<file path="src/rtl/intc_prio_pkg.sv">
// intc_pkg: register offsets, widths and helpers shared by the interrupt controller
package intc_pkg;

    typedef enum logic [1:0] {
        REG_PEND  = 2'd0,
        REG_MASK  = 2'd1,
        REG_EDGE  = 2'd2,
        REG_VECID = 2'd3
    } reg_off_e;

    localparam int VEC_IDX_W   = 3;
    localparam int MAX_VECTORS = 8;

    // bits of a byte register that are backed by a real channel
    function automatic logic [7:0] chan_mask(input int n);
        return 8'((1 << n) - 1);
    endfunction

endpackage

</file>
<file path="src/rtl/intc_prio_if.sv">
// intc_prio_if: core data-bus and vectoring signals between the core and the controller
interface intc_prio_if;
    import intc_pkg::*;

    logic [15:0]          address_i;
    logic                 wr_en_i;
    logic [7:0]           wdata_i;
    logic [7:0]           rdata_o;
    logic                 intack_i;
    logic                 int_o;
    logic                 vec_valid_o;
    logic [VEC_IDX_W-1:0] vec_idx_o;

    modport master (
        output address_i, wr_en_i, wdata_i, intack_i,
        input  rdata_o, int_o, vec_valid_o, vec_idx_o
    );

    modport slave (
        input  address_i, wr_en_i, wdata_i, intack_i,
        output rdata_o, int_o, vec_valid_o, vec_idx_o
    );

endinterface

</file>
<file path="src/rtl/intc_prio_enc.sv">
// intc_prio_enc: combinational fixed-priority encoder, lowest index wins
module intc_prio_enc
    import intc_pkg::*;
#(
    parameter int N = MAX_VECTORS
) (
    input  logic [N-1:0]         req,
    output logic                 valid,
    output logic [VEC_IDX_W-1:0] idx
);

    // scan from the top down so the lowest set index is the last one written
    always_comb begin
        valid = |req;
        idx   = '0;
        for (int i = N - 1; i >= 0; i--)
            if (req[i]) idx = VEC_IDX_W'(i);
    end

endmodule

</file>
<file path="src/rtl/intc_prio.sv">
// intc_prio: synchronised, maskable, edge/level interrupt controller with fixed-priority vector
module intc_prio
    import intc_pkg::*;
#(
    parameter int          NUM_VECTORS = 8,
    parameter logic [15:0] BASE_ADDR   = 16'h00EC,
    parameter int          SYNC_STAGES = 2,
    parameter logic [7:0]  MASK_RST    = 8'h00,
    parameter logic [7:0]  EDGE_RST    = 8'hFF
) (
    input  logic                   clk,
    input  logic                   reset_n,
    intc_prio_if.slave             bus,
    input  logic [NUM_VECTORS-1:0] vector_i
);

    localparam logic [7:0] VMASK = chan_mask(NUM_VECTORS);

    logic [15:0]          off;
    logic                 hit;
    logic                 wr_pend;
    logic                 wr_mask;
    logic                 wr_edge;
    logic                 ack;
    logic [7:0]           s;
    logic [7:0]           p_q;
    logic [7:0]           set_v;
    logic [7:0]           clr_v;
    logic [7:0]           pend_q;
    logic [7:0]           mask_q;
    logic [7:0]           edge_q;
    logic [7:0]           act;
    logic                 enc_valid;
    logic [VEC_IDX_W-1:0] enc_idx;

    for (genvar g = 0; g < SYNC_STAGES; g++) begin : g_sync
        logic [NUM_VECTORS-1:0] q;
        if (g == 0) begin : g_first
            // first stage samples the asynchronous sources
            always_ff @(posedge clk)
                q <= reset_n ? vector_i : '0;
        end else begin : g_next
            // later stages settle metastability
            always_ff @(posedge clk)
                q <= reset_n ? g_sync[g-1].q : '0;
        end
    end

    assign s = 8'(g_sync[SYNC_STAGES-1].q);

    // edge history; cleared on reset so an input high at reset exit counts as one edge
    always_ff @(posedge clk)
        p_q <= reset_n ? s : '0;

    // address decode, set/clear terms; acks use the registered index the core saw
    always_comb begin
        off     = bus.address_i - BASE_ADDR;
        hit     = off < 16'd4;
        wr_pend = bus.wr_en_i && hit && off[1:0] == REG_PEND;
        wr_mask = bus.wr_en_i && hit && off[1:0] == REG_MASK;
        wr_edge = bus.wr_en_i && hit && off[1:0] == REG_EDGE;
        ack     = bus.intack_i && bus.vec_valid_o;
        set_v   = s & ~(edge_q & p_q) & VMASK;
        clr_v   = (wr_pend ? bus.wdata_i : 8'h00) | (ack ? 8'd1 << bus.vec_idx_o : 8'h00);
        act     = pend_q & mask_q;
    end

    // register file; set is applied after clear so a simultaneous event is never lost
    always_ff @(posedge clk) begin
        if (!reset_n) begin
            pend_q <= 8'h00;
            mask_q <= MASK_RST & VMASK;
            edge_q <= EDGE_RST & VMASK;
        end else begin
            pend_q <= ((pend_q & ~clr_v) | set_v) & VMASK;
            if (wr_mask) mask_q <= bus.wdata_i & VMASK;
            if (wr_edge) edge_q <= bus.wdata_i & VMASK;
        end
    end

    intc_prio_enc #(.N(MAX_VECTORS)) u_enc (
        .req   (act),
        .valid (enc_valid),
        .idx   (enc_idx)
    );

    // registered request and vector towards the core
    always_ff @(posedge clk) begin
        if (!reset_n) begin
            bus.int_o       <= 1'b0;
            bus.vec_valid_o <= 1'b0;
            bus.vec_idx_o   <= '0;
        end else begin
            bus.int_o       <= enc_valid;
            bus.vec_valid_o <= enc_valid;
            bus.vec_idx_o   <= enc_idx;
        end
    end

    // side-effect-free read mux
    always_comb
        bus.rdata_o = !hit                  ? 8'h00 :
                      off[1:0] == REG_PEND  ? pend_q :
                      off[1:0] == REG_MASK  ? mask_q :
                      off[1:0] == REG_EDGE  ? edge_q :
                                              {bus.vec_valid_o, 4'b0000, bus.vec_idx_o};

endmodule
</file>
<file path="src/flat_wrapper.sv">
// flat-port wrapper written by rule: the top's interface ports become plain ports
module intc_prio_flat import intc_pkg::*;
#(
    parameter int          NUM_VECTORS = 8,
    parameter logic [15:0] BASE_ADDR   = 16'h00EC,
    parameter int          SYNC_STAGES = 2,
    parameter logic [7:0]  MASK_RST    = 8'h00,
    parameter logic [7:0]  EDGE_RST    = 8'hFF
)
  (clk, reset_n, vector_i, bus_address_i, bus_wr_en_i, bus_wdata_i, bus_intack_i, bus_rdata_o, bus_int_o, bus_vec_valid_o, bus_vec_idx_o);
  intc_prio_if bus_i ();
  input  logic clk;
  input  logic reset_n;
  input  logic [NUM_VECTORS-1:0] vector_i;
  input wire logic [$bits(bus_i.address_i)-1:0] bus_address_i;
  input wire logic [$bits(bus_i.wr_en_i)-1:0] bus_wr_en_i;
  input wire logic [$bits(bus_i.wdata_i)-1:0] bus_wdata_i;
  input wire logic [$bits(bus_i.intack_i)-1:0] bus_intack_i;
  output wire logic [$bits(bus_i.rdata_o)-1:0] bus_rdata_o;
  output wire logic [$bits(bus_i.int_o)-1:0] bus_int_o;
  output wire logic [$bits(bus_i.vec_valid_o)-1:0] bus_vec_valid_o;
  output wire logic [$bits(bus_i.vec_idx_o)-1:0] bus_vec_idx_o;
  assign bus_i.address_i = bus_address_i;
  assign bus_i.wr_en_i = bus_wr_en_i;
  assign bus_i.wdata_i = bus_wdata_i;
  assign bus_i.intack_i = bus_intack_i;
  assign bus_rdata_o = bus_i.rdata_o;
  assign bus_int_o = bus_i.int_o;
  assign bus_vec_valid_o = bus_i.vec_valid_o;
  assign bus_vec_idx_o = bus_i.vec_idx_o;
  intc_prio #(.NUM_VECTORS(NUM_VECTORS), .BASE_ADDR(BASE_ADDR), .SYNC_STAGES(SYNC_STAGES), .MASK_RST(MASK_RST), .EDGE_RST(EDGE_RST)) u_core (.clk(clk), .reset_n(reset_n), .bus(bus_i), .vector_i(vector_i));
endmodule
</file>
<file path="config.mk">
export PLATFORM = sky130hd
export DESIGN_NAME = intc_prio_flat
export DESIGN_NICKNAME = d
export VERILOG_FILES = /design/src/rtl/intc_prio_pkg.sv /design/src/rtl/intc_prio_if.sv /design/src/rtl/intc_prio_enc.sv /design/src/rtl/intc_prio.sv /design/src/flat_wrapper.sv
export SDC_FILE = /design/constraint.sdc
export NUM_CORES = 1
export LEC_CHECK = 0
export BUFFER_PORTS_ARGS = -buffer_cell sky130_fd_sc_hd__buf_4
export CAP_MARGIN = 20
export CORE_ASPECT_RATIO = 1.75
export CORE_MARGIN = 5
export CORE_UTILIZATION = 30
export CTS_BUF_LIST = sky130_fd_sc_hd__clkbuf_2 sky130_fd_sc_hd__clkbuf_4 sky130_fd_sc_hd__clkbuf_8
export CTS_CLUSTER_SIZE = 16
export DETAILED_ROUTE_END_ITERATION = 10
export GPL_TIMING_DRIVEN = 0
export PLACE_DENSITY_LB_ADDON = 0.08
export RECOVER_POWER = 50
export SLEW_MARGIN = 20
export SYNTH_ARGS = -nofsm -noshare
export SYNTH_HDL_FRONTEND = slang
export SYNTH_HIERARCHICAL = 1
export SYNTH_SLANG_ARGS = --single-unit
</file>
<file path="constraint.sdc">
create_clock -name clk -period 1.54 [get_ports clk]
set_input_delay 0 -clock clk [delete_from_list [all_inputs] [get_ports clk]]
set_output_delay 0 -clock clk [all_outputs]
set_load 0.005 [all_outputs]
</file>
==> results of run 1 <==
per-layer routing:
layer	track usage, %	wire length, um	up-vias
li1	-	-	966
met3	3.79	365	10
met1	15.2	2620	881
met4	7.52	151	0
met2	23.9	3340	59
met5	0	0	-
metrics by stage:
step | cells | setup WS (ns) | power [mW] | TNS (ns) | area [sq um]
floorplan | 243 | 0.354 | 1.53 | 0 | 2300
global placement | 378 | -0.174 | 1.65 | -1.83 | 2760
detailed placement | 378 | -0.187 | 1.65 | -2.00 | 2760
CTS | 402 | 0.00660 | 2.64 | 0 | 3040
global route | 402 | 0.00951 | 2.72 | 0 | 3030
finish | 402 | 0.0868 | 2.59 | 0 | 3030
layout make-up:
cell class / instances / share of cell area, %
Multi-Input combinational cell: 177 / 39.1
Sequential cell: 52 / 34.4
Timing Repair Buffer: 64 / 17.1
Tap cell: 88 / 3.63
Clock buffer: 5 / 2.27
Buffer: 12 / 1.90
Clock inverter: 3 / 1.40
Inverter: 1 / 0.124
critical path: stages, from the launching register on:
cell,delay (ns)
dfxtp_2,0.38
mux4_2,0.47
and2_1,0.18
buf_4,0.13
state kept, by name (all words and copies together) (netlist names):
signal,flops
u_core/g_sync.q,16
u_core/mask_q,8
u_core/p_q,8
u_core/pend_q,8
u_core/bus.vec_idx_o,3
u_core/bus.vec_valid_o,1
u_core/edge_q,8
Yosys cell counts, types with 2 or more instances:
cell type	number	area [sq um]
and3_1	2	12.5
buf_4	3	22.5
nor2_1	15	56.3
nor2b_1	20	125
nand2_1	34	128
mux2i_1	20	200
and2_1	40	250
mux4_2	4	90.1
nand4_1	8	50.1
clkbuf_1	9	33.8
dfxtp_1	52	1040
a21oi_1	11	55.1
a22o_1	8	70.1
a31oi_1	2	12.5
where the power goes:
part	internal, mW	total, mW	switching (mW)
clock network	0.481	0.943	0.462
registers	1.38	1.39	0.0128
logic	0.142	0.250	0.108
total	2.00	2.59	0.583
cell families after synthesis:
group,Yosys count
AND/OR/NAND/NOR,128
multiplexers,24
flip-flops,52
AO/OA/AOI/OAI,25
buffers and inverters,14
repair_timing:
item                       4_1_cts  5_1_grt
hold buffers                    17        0
resized for setup                0        3
setup endpoints to repair        2        3
pin swaps                        0        0
hold endpoints to repair        25        0
final timing paths:
check	startpoint	endpoint	slack, ns	depth (start not counted)
max	u_core/bus.vec_idx_o[1]	bus_rdata_o[1]	0.09	3
min	bus_address_i[1]	u_core/mask_q[5]	0.19	3
max reg2reg	u_core/mask_q[4]	u_core/bus.vec_idx_o[2]	0.21	4
min reg2reg	u_core/g_sync[0].q[6]	u_core/g_sync[1].q[6]	0.44	1
==> run_results.csv, run 1 <==
group,metric,value,unit
layout,drive_above_1_share,22.0,%
layout,multi_input_area,1190,sq um
timing,min_period_over_period,94.4,%
floorplan,core_area,7510,sq um
global_route,grt_pass1_vias,1944,
synthesis,ys.warnings.count,6,
timing,rsz0062_at_grt,"no",
synthesis,syn_inst,243,
timing,setup_viol,0,
placed_design,io_buffers,47,
timing,hold_slack,0.190,ns
synthesis,synth_enable_flop_cells,0,
floorplan,ios,49,
synthesis,synth_seq_cells,52,
clock_network,clk_latency,0.31,ns
clock_network,clock_sinks,52,
timing,worstMarginPinSlew,0.710,ns
floorplan,num_rows,42,
layout,regArea,1040,sq um
synthesis,synthSimpleGateAreaFrac,32.1,%
power_and_ir_drop,ir_worst_vdd,693,uV
synthesis,synth-xor-area-share,0,%
synthesis,synthMuxAreaShare,12.6,%
clock_network,path_clk_slew,0.10,ns
synthesis,ys_types,29,
layout,utilization,40.4,%
drt,drc,0,
floorplan,die_h,126,um
floorplan,dieArea,9590,sq um
clock_network,numCtsBuffers,5,
layout,final_common_cell,"dfxtp_1",
worst_setup_path,arrival,1.45,ns
synthesis,synth_fa_ha_area_share,0,%
synthesis,netlist_area,2300,sq um
clock_network,cts_root_buffer,"clkbuf_8",
drt,vias,1916,
synthesis,synthFlopType,"dfxtp_1",
floorplan,initial_core_util,30.6,%
worst_setup_path,path_class,"reg -> out",
drt,wire_per_inst,16.1,um
power_and_ir_drop,p_per_area,853,nW/um^2
floorplan,fp.dieW,76.2,um
drt,routed_wl,6.48,mm
global_route,antenna_found_initial,0,
run,max-cap-violations,0,
synthesis,synth_fp_nets,279,
timing,fin_skew,0.0104,ns
layout,diodes,0,
placed_design,hpwl,4.82,mm
timing,fmax,688,MHz
clock_network,postCtsSetupBuffers,0,
layout,most-common-layout-cells,"49 x dfxtp_1, 47 x buf_4, 34 x nand2_1",
global_route,grt_pass1_wl,10.4,mm
worst_setup_path,crit_fanout,7,
worst_setup_path,cp.required,1.54,ns
power_and_ir_drop,power_leakage,1.22,nW
synthesis,synth_top_family_by_area,"simple AND/OR/NAND/NOR gates",
clock_network,cts_buffer_depth,2,
layout,final_nets,349,
synthesis,synth-compound-area-share,7.23,%
timing,hold_viol,0,
layout,synthToLayoutAreaGrowth,31.8,%
global_route,grt.total_usage,13.8,%
drt,via_per_inst,4.77,
drt,drt_iter0_drc,82,
placed_design,gp_congestion,0.768,
drt,drtAntennaViolNets,0,
clock_network,tritoncts,"done",
synthesis,synth.avg_cell_area,9.47,sq um
worst_setup_path,end_kind,"output pin",
run_status,outcome,"completed",
global_route,globalRoute.totalOverflow,0,
drt,dr.pass1.iters,4,
timing,period_needed,1.45,ns
clock_network,htreeDepth,2,
timing,maxSlewHeadroom,52.5,%
synthesis,synth-async-reset-ratio,0,%
synthesis,yosysSeqAreaShare,45.2,%
global_route,grt_max_degree,17,
timing,drv_slew,0,
worst_setup_path,start_kind,"register",
layout,fillerInstances,786,
hold_path,min_path_type,"in -> reg",
(Power assumes the default switching activity.)
==> inputs of run 2 (changes only) <==
--- a/config.mk
+++ b/config.mk
@@ -5,12 +5,14 @@
 export SDC_FILE = /design/constraint.sdc
 export NUM_CORES = 1
 export LEC_CHECK = 0
+export ABC_AREA = 1
 export BUFFER_PORTS_ARGS = -buffer_cell sky130_fd_sc_hd__buf_4
 export CAP_MARGIN = 20
 export CORE_ASPECT_RATIO = 1.75
 export CORE_MARGIN = 5
 export CORE_UTILIZATION = 30
 export CTS_BUF_LIST = sky130_fd_sc_hd__clkbuf_2 sky130_fd_sc_hd__clkbuf_4 sky130_fd_sc_hd__clkbuf_8
+export CTS_CLUSTER_DIAMETER = 150
 export CTS_CLUSTER_SIZE = 16
 export DETAILED_ROUTE_END_ITERATION = 10
 export GPL_TIMING_DRIVEN = 0
==> run 2 against run 1 <==
Net effect:
- power is 1.2% higher
- critical path depth rose by 2
- maximum frequency rose by 4.1%
- sequential share of layout area is 2.1 points lower
- global-route usage up 0.85 points
- final area increased by 6.1%
- sequential power about the same
- synthesized area rose by 8.2%
- clock-buffer cell count unchanged
- synthesized cell count is 50% higher
- non-clock buffer count rose by 3
- utilization is 1.1 points lower
==> run_results.csv, run 2 <==
group,metric,value,unit
run_status,outcome,"completed",
clock_network,clock_sinks,52,
synthesis,yosysSeqAreaShare,41.8,%
synthesis,netlist_area,2490,sq um
power_and_ir_drop,power.internal,1.99,mW
worst_setup_path,path_buf_inv,2,
clock_network,numCtsBuffers,5,
power_and_ir_drop,combinationalPowerShare,10.2,%
floorplan,ios,49,
synthesis,syn_inst,364,
power_and_ir_drop,seqPwrFrac,53.4,%
synthesis,synth_top_cells_by_count,"134 x nand2_1, 68 x inv_1, 52 x dfxtp_1",
global_route,grt.total_usage,14.7,%
global_route,antenna_found_initial,0,
timing,worstMarginPinSlew,0.597,ns
drt,vias,2378,
placed_design,hpwl,5.42,mm
synthesis,synth_enable_flop_cells,0,
worst_setup_path,end_kind,"output pin",
clock_network,clk_latency,0.32,ns
worst_setup_path,cp.required,1.54,ns
drt,routed_wl,7.16,mm
clock_network,ctsResizeCount,0,
timing,drv_slew,0,
placed_design,dpl_worst_slack,0.225,ns
timing,min_period_over_period,90.7,%
worst_setup_path,cp_slowest_cell,"dfxtp_1",
synthesis,ys_types,22,
synthesis,synth_fp_nets,400,
worst_setup_path,crit_chain,"inv_1 -> o21ai_0 -> o21ai_0 -> a21oi_1 -> buf_4",
drt,wire_per_inst,13.6,um
power_and_ir_drop,p_per_area,814,nW/um^2
synthesis,yosysTopAreaCellShare,41.8,%
floorplan,num_rows,44,
floorplan,core_area,8200,sq um
global_route,grt_max_degree,17,
timing,period_needed,1.40,ns
worst_setup_path,crit_fanout,4,
power_and_ir_drop,p_sw,630,uW
global_route,grt_pass1_vias,2339,
timing,maxSlewHeadroom,60.2,%
placed_design,gp_congestion,0.863,
worst_setup_path,arrival,1.40,ns
drt,drtAntennaViolNets,0,
layout,final_nets,470,
clock_network,htreeDepth,2,
drt,drt_iter0_drc,94,
worst_setup_path,start_kind,"register",
clock_network,cts_buffer_depth,2,
global_route,globalRoute.totalOverflow,0,
clock_network,tritoncts,"done",
synthesis,synth_seq_cells,52,
run,max-cap-violations,0,
worst_setup_path,path_class,"reg -> out",
worst_setup_path,cp_top_family,"compound AO/OA/AOI/OAI gates",
timing,setup_tns,0,ns
global_route,grt_pass1_wl,11.5,mm
synthesis,synthFlopType,"dfxtp_1",
layout,drive_above_1_share,17.5,%
power_and_ir_drop,clockPowerShare,36.5,%
layout,top_register,"u_core/g_sync.q",
clock_network,cts_root_buffer,"clkbuf_8",
floorplan,fp.dieW,78.9,um
floorplan,die_h,130,um
floorplan,dieArea,10300,sq um
clock_network,path_clk_slew,0.10,ns
power_and_ir_drop,swShare,24.1,%
floorplan,initial_core_util,30.3,%
timing,fmax,716,MHz
synthesis,ys.warnings.count,6,
worst_setup_path,cp_common_cell,"o21ai_0",
timing,hold_viol,0,
synthesis,netlist_top_cells_area,"dfxtp_1 42%, nand2_1 20%, inv_1 10%",
placed_design,io_buffers,46,
layout,final_common_cell,"nand2_1",
drt,dr.pass1.iters,5,
synthesis,synth.avg_cell_area,6.84,sq um
layout,largest_register_ffs,16,
power_and_ir_drop,ir_worst_vdd,600,uV
timing,setup_ws,0.144,ns
drt,via_per_inst,4.51,
layout,synthToLayoutAreaGrowth,29.3,%
power_and_ir_drop,power_leakage,1.78,nW
timing,rsz0062_at_grt,"no",
worst_setup_path,max_stage_delay,0.42,ns
synthesis,synth_largest_area_cell,"dfxtp_1",
layout,diodes,0,
hold_path,min_path_type,"in -> reg",
synthesis,synth.most_common_cell,"nand2_1",
timing,fin_skew,0.00855,ns
timing,setup_viol,0,
drt,drc,0,
synthesis,synth-async-reset-ratio,0,%
layout,most-common-layout-cells,"134 x nand2_1, 68 x inv_1, 52 x dfxtp_1",
==> run 2: cell count changes in the layout (fill, tap and decap cells not counted), sizes merged, moves of 9 or more <==
cell,change
and2,-40
inv,+70
mux2i,-20
nand2,+103
nand3,+11
nand4,+11
nor2,+9
nor2b,-20
o21ai,+9
==> run 2: final timing paths <==
kind                                               from  slack [ns]  cells past startpoint                       to
worst min-delay path                   bus_address_i[0]        0.05                      5         u_core/pend_q[0]
worst max-delay path            u_core/bus.vec_idx_o[1]        0.14                      5           bus_rdata_o[1]
worst max register to register         u_core/pend_q[5]        0.37                     10  u_core/bus.vec_idx_o[0]
worst min register to register    u_core/g_sync[0].q[7]        0.42                      2    u_core/g_sync[1].q[7]
==> run 2: cells by family (layout without fill, tap and decap cells) <==
group / count (synthesis) / in the layout / share of synthesized area (%)
simple gates: 195 / 195 / 35.5
buf+inv: 87 / 158 / 14.8
flops: 52 / 52 / 41.8
compound gates: 30 / 30 / 7.89
==> run 2: metal layers <==
layer	wire length, um	up-vias	track usage [%]
li1	-	1245	-
met1	2810	1049	15.2
met2	3620	64	26.4
met3	364	20	2.67
met4	364	0	10.5
met5	0	-	0
==> run 2: repair_timing <==
item,in CTS,in global routing
hold endpoints to repair,31,0
hold buffers,17,0
buffers inserted,0,0
==> run 2: power by group through the flow <==
stage	logic, mW	registers, mW	clock network, mW
6_report	0.267	1.40	0.955
5_1_grt	0.297	1.40	1.04
4_1_cts	0.272	1.40	0.995
3_5_place_dp	0.237	1.43	0
3_3_place_gp	0.235	1.43	0
2_1_floorplan	0.124	1.42	0
==> run 2: through the flow <==
step | instances | total power, mW | hold WS [ns] | area (sq um) | utilization, %
floorplan | 364 | 1.55 | 0.0976 | 2490 | -
global placement | 502 | 1.66 | 0.179 | 2950 | 36.0
detailed placement | 502 | 1.67 | 0.185 | 2950 | 36.0
CTS | 527 | 2.66 | 0.0456 | 3230 | 39.4
global route | 527 | 2.74 | 0.0726 | 3220 | 39.2
finish | 527 | 2.62 | 0.0533 | 3220 | 39.2
==> run 2: worst reg2reg max path, cell delays in order, from the launching register on <==
cell and delay (ns):
dfxtp_1 0.37, nand2_1 0.06, inv_1 0.13, inv_1 0.08
nand2_1 0.07, nand2_1 0.05, nand2_1 0.05, nand2_1 0.05
a21oi_1 0.12, nand2_1 0.07, inv_1 0.07
==> run 2: final cells by class <==
class / count / area [sq um]
clock buffer: 5 / 68.8
clock inverter: 3 / 42.5
buffer: 16 / 92.6
inverter: 71 / 267
fill: 883 / 4980
tap: 92 / 115
timing repair buffer: 63 / 512
multi-input combinational: 225 / 1080
sequential: 52 / 1040
